File: config.mk
export PLATFORM = sky130hd
export DESIGN_NAME = snake_head_mover
export DESIGN_NICKNAME = d
export VERILOG_FILES = /design/src/rtl/snake_pkg.sv /design/src/rtl/move_tick_gen.sv /design/src/rtl/snake_head_mover.sv
export SDC_FILE = /design/constraint.sdc
export NUM_CORES = 1
export LEC_CHECK = 0
export ABC_CLOCK_PERIOD_IN_PS = 2960
export CAP_MARGIN = 30
export CORE_ASPECT_RATIO = 1.5
export CORE_UTILIZATION = 45
export CTS_CLUSTER_DIAMETER = 60
export DETAILED_ROUTE_END_ITERATION = 6
export HOLD_SLACK_MARGIN = 0.12
export PLACE_DENSITY = 0.64
export SLEW_MARGIN = 20
export SYNTH_ARGS = -nofsm -noshare
export SYNTH_HDL_FRONTEND = slang
export SYNTH_SLANG_ARGS = --single-unit
File: constraint.sdc
create_clock -name clk -period 2.96 [get_ports clk]
set_input_delay 0.296 -clock clk [delete_from_list [all_inputs] [get_ports clk]]
set_output_delay 0.296 -clock clk [all_outputs]
set_load 0.01 [all_outputs]
File: src/rtl/snake_pkg.sv
// snake_pkg: shared direction codes, tick FSM states and grid defaults for the snake head logic.
package snake_pkg;
    typedef enum logic [1:0] {
        DIR_UP    = 2'b00,
        DIR_LEFT  = 2'b01,
        DIR_DOWN  = 2'b10,
        DIR_RIGHT = 2'b11
    } dir_t;
    typedef enum logic {
        IDLE = 1'b0,
        RUN  = 1'b1
    } tick_state_t;
    localparam int GRID_W_DEF = 16;
    localparam int GRID_H_DEF = 16;
    // Opposite directions differ only in the upper code bit.
    function automatic dir_t opposite(input dir_t d);
        return dir_t'(d ^ 2'b10);
    endfunction
endpackage

File: src/rtl/move_tick_gen.sv
// move_tick_gen: divides clk down to a one-cycle move tick while enabled; pausing clears the count.
module move_tick_gen
    import snake_pkg::*;
#(
    parameter int TICK_DIV = 50_000_000
) (
    input  logic clk,
    input  logic reset,
    input  logic enable,
    output logic tick
);
    localparam int CW = $clog2(TICK_DIV);
    localparam logic [CW-1:0] LAST = CW'(TICK_DIV - 1);
    tick_state_t state, state_n;
    logic [CW-1:0] cnt, cnt_n;
    always_ff @(posedge clk) begin
        if (reset) begin
            state <= IDLE;
            cnt   <= '0;
        end else begin
            state <= state_n;
            cnt   <= cnt_n;
        end
    end
    // The enabling cycle in IDLE counts as count 0, so RUN resumes at 1.
    always_comb begin
        state_n = enable ? RUN : IDLE;
        tick    = state == RUN && enable && cnt == LAST;
        cnt_n   = !enable ? '0 : state == IDLE ? CW'(1) : tick ? '0 : cnt + CW'(1);
    end
endmodule

File: src/rtl/snake_head_mover.sv
// snake_head_mover: queues direction requests and steps the snake head one wrapped grid cell per move tick.
module snake_head_mover
    import snake_pkg::*;
#(
    parameter int GRID_W   = GRID_W_DEF,
    parameter int GRID_H   = GRID_H_DEF,
    parameter int TICK_DIV = 50_000_000
) (
    input  logic                      clk,
    input  logic                      reset,
    input  logic                      enable,
    input  logic [1:0]                snakeDirection,
    output logic [$clog2(GRID_W)-1:0] head_x,
    output logic [$clog2(GRID_H)-1:0] head_y,
    output logic [1:0]                heading,
    output logic                      step
);
    localparam int XW = $clog2(GRID_W);
    localparam int YW = $clog2(GRID_H);
    localparam logic [XW-1:0] XMAX = XW'(GRID_W - 1);
    localparam logic [YW-1:0] YMAX = YW'(GRID_H - 1);
    logic tick, req, pop, push;
    logic [1:0] fill, fill_n, wr;
    dir_t sd, dir_prev, q0, q1, q0_n, q1_n, hd, hd_n;
    logic [XW-1:0] x_n;
    logic [YW-1:0] y_n;
    move_tick_gen #(.TICK_DIV(TICK_DIV)) u_tick (
        .clk    (clk),
        .reset  (reset),
        .enable (enable),
        .tick   (tick)
    );
    assign sd      = dir_t'(snakeDirection);
    assign heading = hd;
    // q0 is the FIFO head; a push lands in the first free slot left after any pop.
    always_comb begin
        req    = sd != dir_prev;
        pop    = tick && fill != 2'd0;
        push   = req && (fill != 2'd2 || pop);
        wr     = fill - {1'b0, pop};
        q0_n   = push && wr == 2'd0 ? sd : pop ? q1 : q0;
        q1_n   = push && wr == 2'd1 ? sd : q1;
        fill_n = fill + {1'b0, push} - {1'b0, pop};
        hd_n   = pop && q0 != opposite(hd) ? q0 : hd;
        x_n    = !tick ? head_x
               : hd_n == DIR_LEFT  ? (head_x == '0 ? XMAX : head_x - XW'(1))
               : hd_n == DIR_RIGHT ? (head_x == XMAX ? '0 : head_x + XW'(1))
               : head_x;
        y_n    = !tick ? head_y
               : hd_n == DIR_UP   ? (head_y == '0 ? YMAX : head_y - YW'(1))
               : hd_n == DIR_DOWN ? (head_y == YMAX ? '0 : head_y + YW'(1))
               : head_y;
    end
    always_ff @(posedge clk) begin
        if (reset) begin
            dir_prev <= DIR_UP;
            q0       <= DIR_UP;
            q1       <= DIR_UP;
            fill     <= 2'd0;
            hd       <= DIR_UP;
            head_x   <= XW'(GRID_W / 2);
            head_y   <= YW'(GRID_H / 2);
            step     <= 1'b0;
        end else begin
            dir_prev <= sd;
            q0       <= q0_n;
            q1       <= q1_n;
            fill     <= fill_n;
            hd       <= hd_n;
            head_x   <= x_n;
            head_y   <= y_n;
            step     <= tick;
        end
    end
endmodule

==> flow_metrics.py, run 1 <==
metrics = {
    "run_status": {
        "status": "complete, no violations",
    },
    "clocking": {
        "insertion_delay_ns": 0.30,
        "cts_resized": 0,
        "clock-sinks": 46,
        "clk_path_buf_depth": 2,
        "root_buffer": "clkbuf_8",
        "cts_buffers": 5,
        "postCtsSetupBuffers": 0,
        "clkSlewWorstSetupHoldPaths_ns": 0.09,
        "htreeDepth": 2,
        "cts_tree": "yes",
        "ctsHoldBuffers": 0,
    },
    "critical_path": {
        "r2r_cells": 7,
        "slowest_delay_ns": 0.59,
        "slowest_stage": "mux2i_2",
        "crit_buf_inv": 0,
        "path_cells": "ha_1, and3_1, nand4_4, nor4_4, mux2i_2, mux2i_1, o32ai_1",
        "startpoint_type": "flop",
        "r2r-start": "u_tick.cnt[0]$_SDFF_PP0_",
        "critPathTopFamily": "multiplexers",
        "critical_path_arrival_ns": 2.59,
        "critPathKind": "flop to flop",
        "crit_start": "u_tick.cnt[0]$_SDFF_PP0_",
        "required_ns": 3.17,
        "end_kind": "flop",
        "r2r_end": "head_y[2]$_SDFFE_PP0P_",
        "r2r_setup_slack_ns": 0.58,
        "critPathMaxFanout": 10,
    },
    "power": {
        "power.density_mw_per_mm2": 468,
        "p_leak_nw": 0.981,
        "vdd_drop_max_v": 0.000316,
    },
    "yosys": {
        "async_flop_share_pct": 0,
        "netlist_area_mm2": 0.00242,
        "synth_seq_cells": 46,
        "synth_ff_type": "dfxtp_1",
        "syn_inst": 271,
        "synth_edf_count": 0,
        "syn_avg_cell_area_um2": 8.94,
        "ys_seq_area_share_pct": 38.0,
        "syn_nets": 285,
        "ys_types": 50,
        "yosys_warnings": 0,
    },
    "layout": {
        "syn_to_final_growth_pct": 14.3,
        "drive_gt1_share_pct": 8.56,
        "fin_nets": 305,
        "fin_util_pct": 53.6,
        "n_antenna_cell": 0,
        "final_cell_mix": "46 x nor2_1, 46 x dfxtp_1, 20 x xor2_1",
    },
    "timing": {
        "relSlewSlack_pct": 58.2,
        "maxSlewViolCount": 0,
        "rsz0062_at_grt": "false",
        "worstMarginPinSlew_ns": 0.614,
        "finalSetupViolCount": 0,
        "skew_ns": 0.00708,
        "min_period_ns": 2.38,
        "setup_tns_ns": 0,
        "hold_violations": 0,
        "min_period_over_period_pct": 80.4,
        "max_freq_mhz": 420,
    },
    "global_routing": {
        "grt_max_degree": 22,
        "globalRouteTotalUtil_pct": 18.2,
        "grt_pass1_vias": 1880,
        "grt_pass1_wl_mm": 7.96,
        "antenna_found_initial": 0,
        "overflow": 0,
    },
    "detailed_routing": {
        "drc_errors": 0,
        "routed_wl_mm": 4.50,
        "ant_nets": 0,
        "avgViaCountPerCell": 5.26,
        "drt_iter0_markers": 74,
        "wl_per_cell_um": 12.5,
        "firstDrtPassIters": 4,
        "vias": 1892,
    },
    "floorplanning": {
        "initial_utilization_pct": 46.9,
        "num_rows": 32,
        "dieArea_mm2": 0.00569,
        "coreArea_mm2": 0.00516,
        "die_h_um": 91.9,
        "io_pins": 16,
        "die_x_um": 61.9,
    },
    "hold_path": {
        "min_path_cells": 2,
        "min-delay-start": "u_tick.cnt[6]$_SDFF_PP0_",
        "hp-class": "flop to flop",
        "min_to": "u_tick.cnt[6]$_SDFF_PP0_",
    },
    "place": {
        "port-buffer-count": 15,
        "globalplace.congestion": 0.748,
        "hpwl_mm": 3.36,
    },
    "job": {
        "maxCapViolations": 0,
    },
}
==> where the power goes <==
part	leakage (nW)	internal (W)	switching (W)
Sequential	0.373	0.000647	0.0000334
Clock	0.0504	0.000251	0.000211
Combinational	0.557	0.0000652	0.0000883
Total	0.981	0.000963	0.000333
==> final cells by class <==
type	instances	area, um^2
fill	480	2390
multi-input combinational	209	1430
sequential	46	921
timing repair buffer	19	180
tap	68	85.1
clock buffer	5	68.8
clock inverter	3	45.0
inverter	10	37.5
==> through the flow <==
step / setup WS (ns) / total power (W) / hold WS, ns / instances / cell area [um^2]
2_1_floorplan: 0.750 / 0.000808 / 0.377 / 271 / 2420
3_3_place_gp: 0.450 / 0.000842 / 0.484 / 352 / 2660
3_5_place_dp: 0.379 / 0.000844 / 0.490 / 352 / 2660
4_1_cts: 0.573 / 0.00132 / 0.516 / 360 / 2770
5_1_grt: 0.352 / 0.00136 / 0.545 / 360 / 2770
6_report: 0.581 / 0.00130 / 0.519 / 360 / 2770
==> metal layers <==
layer,up-vias,part of all wire [%],global-route usage (%)
met5,-,0,0
met4,0,1.2,6.85
met3,5,2.0,3.39
met2,25,52,32.4
met1,880,45,20.4
li1,982,-,-
==> cells in the mapped netlist, types with 2 or more instances <==
| master | number | area, um^2 |
|---|---|---|
| a41oi_1 | 2 | 17.5 |
| a211oi_1 | 3 | 22.5 |
| mux2i_1 | 8 | 80.1 |
| a21oi_1 | 10 | 50.1 |
| o41ai_1 | 2 | 17.5 |
| nand4_1 | 6 | 37.5 |
| inv_1 | 10 | 37.5 |
| nand3_1 | 11 | 55.1 |
| nor2_1 | 46 | 173 |
| buf_2 | 2 | 10.0 |
| dfxtp_1 | 46 | 921 |
| nand2b_1 | 3 | 18.8 |
| a311oi_1 | 2 | 17.5 |
| o21bai_1 | 3 | 22.5 |
| and3_1 | 6 | 37.5 |
| xnor2_1 | 10 | 87.6 |
| o21ai_1 | 3 | 15.0 |
| nand2_1 | 12 | 45.0 |
| a31oi_1 | 2 | 12.5 |
| nor3_1 | 6 | 30.0 |
| buf_4 | 2 | 15.0 |
| xor2_1 | 20 | 175 |
| ha_1 | 9 | 113 |
| nor4_2 | 2 | 25.0 |
| o21ai_0 | 7 | 35.0 |
| nor2b_1 | 10 | 62.6 |
| and2_1 | 3 | 18.8 |
| and4_1 | 2 | 17.5 |
| nand4_4 | 2 | 42.5 |
==> state kept, by name, summed over array words and instances, names as in the netlist, 2 cells and up <==
| name | cells |
|---|---|
| u_tick.cnt | 26 |
| head_x | 4 |
| head_y | 4 |
| dir_prev | 2 |
| fill | 2 |
| heading | 2 |
| q0 | 2 |
| q1 | 2 |
==> worst register-to-register path, stage by stage (launching register included) <==
cell	delay (ns)
dfxtp_1	0.39
ha_1	0.20
and3_1	0.25
nand4_4	0.16
nor4_4	0.31
mux2i_2	0.59
mux2i_1	0.17
o32ai_1	0.23
==> kinds of logic (layout without fill, tap and decap cells) <==
group	after synthesis	count (layout)	share of synthesized area (%)
and+or+nand+nor	119	119	28.1
DFF	46	46	38.0
AOI/OAI and AO/OA	40	40	10.7
xor gates and xnor gates	30	30	10.8
buffers and inverters	16	37	2.89
muxes	11	11	4.80
adders and majority gates	9	9	4.65
==> worst max-delay path by stage <==
stage,to,cells past startpoint
3_5_place_dp,head_y[2]$_SDFFE_PP0P_,7
5_1_grt,head_y[2]$_SDFFE_PP0P_,7
2_1_floorplan,fill[1]$_SDFF_PP0_,11
6_report,head_y[2]$_SDFFE_PP0P_,7
3_3_place_gp,head_y[2]$_SDFFE_PP0P_,7
4_1_cts,head_y[2]$_SDFFE_PP0P_,7
(Power assumes the default switching activity.)
==> inputs of run 2 (changes only) <==
--- a/config.mk
+++ b/config.mk
@@ -5,7 +5,7 @@
 export SDC_FILE = /design/constraint.sdc
 export NUM_CORES = 1
 export LEC_CHECK = 0
-export ABC_CLOCK_PERIOD_IN_PS = 2960
+export ABC_CLOCK_PERIOD_IN_PS = 2400
 export CAP_MARGIN = 30
 export CORE_ASPECT_RATIO = 1.5
 export CORE_UTILIZATION = 45
==> constraint.sdc (replaced) <==
create_clock -name clk -period 2.4 [get_ports clk]
set_input_delay 0.24 -clock clk [delete_from_list [all_inputs] [get_ports clk]]
set_output_delay 0.24 -clock clk [all_outputs]
set_load 0.01 [all_outputs]
==> run 2 against run 1 <==
  * Via count increased by 0.11%
  * Sequential power increased by 23%
  * Sequential share of layout area decreased by 0.24 points
  * Largest cell class unchanged
  * Highest routed layer unchanged
==> flow_metrics.py, run 2 (synthesized netlist as in run 1, its figures left out) <==
metrics = {
    "critical_path": {
        "critPathKind": "flop to flop",
        "path_cells": "ha_1, and3_1, nand4_4, or2_1, a31oi_1, ha_1, xor2_1, xnor2_1, nor2_1",
        "crit_buf_inv": 0,
        "critPathMaxFanout": 5,
        "required_ns": 2.59,
        "slowest_stage": "dfxtp_1",
        "r2r_setup_slack_ns": 0.24,
        "critPathTopFamily": "simple AND/OR/NAND/NOR gates",
        "end_kind": "flop",
        "slowest_delay_ns": 0.36,
        "startpoint_type": "flop",
        "critical_path_arrival_ns": 2.35,
        "crit_top_cell": "ha_1",
    },
    "floorplanning": {
        "coreArea_mm2": 0.00516,
        "dieArea_mm2": 0.00569,
        "initial_utilization_pct": 46.9,
        "io_pins": 16,
        "die_x_um": 61.9,
        "num_rows": 32,
        "die_h_um": 91.9,
    },
    "layout": {
        "drive_gt1_share_pct": 9.46,
        "fin_nets": 309,
        "final_cell_mix": "46 x nor2_1, 46 x dfxtp_1, 20 x xor2_1",
        "regMostFlops": "u_tick.cnt",
        "top_regs": "u_tick.cnt x26, head_x x4, head_y x4",
        "syn_to_final_growth_pct": 15.1,
        "largest_reg_flops": 26,
        "n_antenna_cell": 0,
    },
    "power": {
        "p_leak_nw": 1.00,
        "power.density_mw_per_mm2": 543,
        "vdd_drop_max_v": 0.000353,
    },
    "global_routing": {
        "antenna_found_initial": 0,
        "grt_max_degree": 26,
        "grt_pass1_vias": 1890,
        "globalRouteTotalUtil_pct": 19.0,
        "grt_pass1_wl_mm": 8.19,
        "overflow": 0,
    },
    "timing": {
        "rsz0062_at_grt": "false",
        "min_period_ns": 2.16,
        "layout_setup_ws_ns": 0.236,
        "maxSlewViolCount": 0,
        "worstMarginPinSlew_ns": 0.381,
        "max_freq_mhz": 462,
        "hold_violations": 0,
        "setup_tns_ns": 0,
        "min_period_over_period_pct": 90.2,
        "finalSetupViolCount": 0,
        "relSlewSlack_pct": 74.4,
        "skew_ns": 0.00283,
    },
    "detailed_routing": {
        "drt_iter0_markers": 62,
        "ant_nets": 0,
        "routed_wl_mm": 4.71,
        "drc_errors": 0,
        "wl_per_cell_um": 12.9,
        "vias": 1894,
        "avgViaCountPerCell": 5.20,
        "firstDrtPassIters": 4,
    },
    "hold_path": {
        "hp-class": "flop to flop",
    },
    "place": {
        "hpwl_mm": 3.49,
        "dpl_worst_slack_ns": 0.0997,
        "globalplace.congestion": 0.768,
        "port-buffer-count": 15,
    },
    "clocking": {
        "postCtsSetupBuffers": 0,
        "insertion_delay_ns": 0.30,
        "root_buffer": "clkbuf_8",
        "htreeDepth": 2,
        "cts_tree": "yes",
        "cts_buffers": 5,
        "clock-sinks": 46,
        "cts_resized": 0,
        "clk_path_buf_depth": 2,
        "ctsHoldBuffers": 0,
        "clkSlewWorstSetupHoldPaths_ns": 0.08,
    },
    "run_status": {
        "status": "complete, no violations",
    },
    "job": {
        "maxCapViolations": 0,
    },
}
[run 2: cell type report]
| cell class | instances | area (um^2) |
|---|---|---|
| Timing Repair Buffer | 23 | 223 |
| Inverter | 10 | 37.5 |
| Clock inverter | 1 | 5.00 |
| Tap cell | 68 | 85.1 |
| Fill cell | 485 | 2370 |
| Multi-Input combinational cell | 209 | 1430 |
| Sequential cell | 46 | 921 |
| Clock buffer | 7 | 86.3 |
[run 2: path summary, 6_finish.rpt]
kind	start	end	cells past startpoint
setup / recovery	u_tick.cnt[0]$_SDFF_PP0_	fill[1]$_SDFF_PP0_	9
hold / removal	u_tick.cnt[23]$_SDFF_PP0_	u_tick.cnt[23]$_SDFF_PP0_	2
setup reg to reg	u_tick.cnt[0]$_SDFF_PP0_	fill[1]$_SDFF_PP0_	9
hold reg to reg	u_tick.cnt[23]$_SDFF_PP0_	u_tick.cnt[23]$_SDFF_PP0_	2
[run 2: tightest hold or removal path, cell delays in order (launching register included)]
cell and delay, ns:
dfxtp_1 0.35, xor2_1 0.07, nor2_1 0.08
[run 2: layer usage]
layer	global-route usage, %	vias up	wire length (um)
li1	-	992	-
met1	22.0	879	2090
met2	33.7	18	2460
met3	2.96	5	82
met4	6.67	0	74
met5	0	-	0
[run 2: through the flow]
stage / power [W] / hold WS, ns / cells / instance area (um^2) / util (%)
2_1_floorplan: 0.000996 / 0.321 / 271 / 2420 / -
3_3_place_gp: 0.00104 / 0.492 / 356 / 2700 / 52.3
3_5_place_dp: 0.00105 / 0.505 / 356 / 2700 / 52.3
4_1_cts: 0.00153 / 0.530 / 364 / 2790 / 54.0
5_1_grt: 0.00160 / 0.557 / 364 / 2790 / 54.0
6_report: 0.00151 / 0.524 / 364 / 2790 / 54.0
[run 2: power by group]
group | leakage, nW | internal (W) | total [W] | switching (W)
registers | 0.373 | 0.000798 | 0.000839 | 0.0000412
logic | 0.583 | 0.0000829 | 0.000188 | 0.000105
clock network | 0.0482 | 0.000233 | 0.000487 | 0.000255
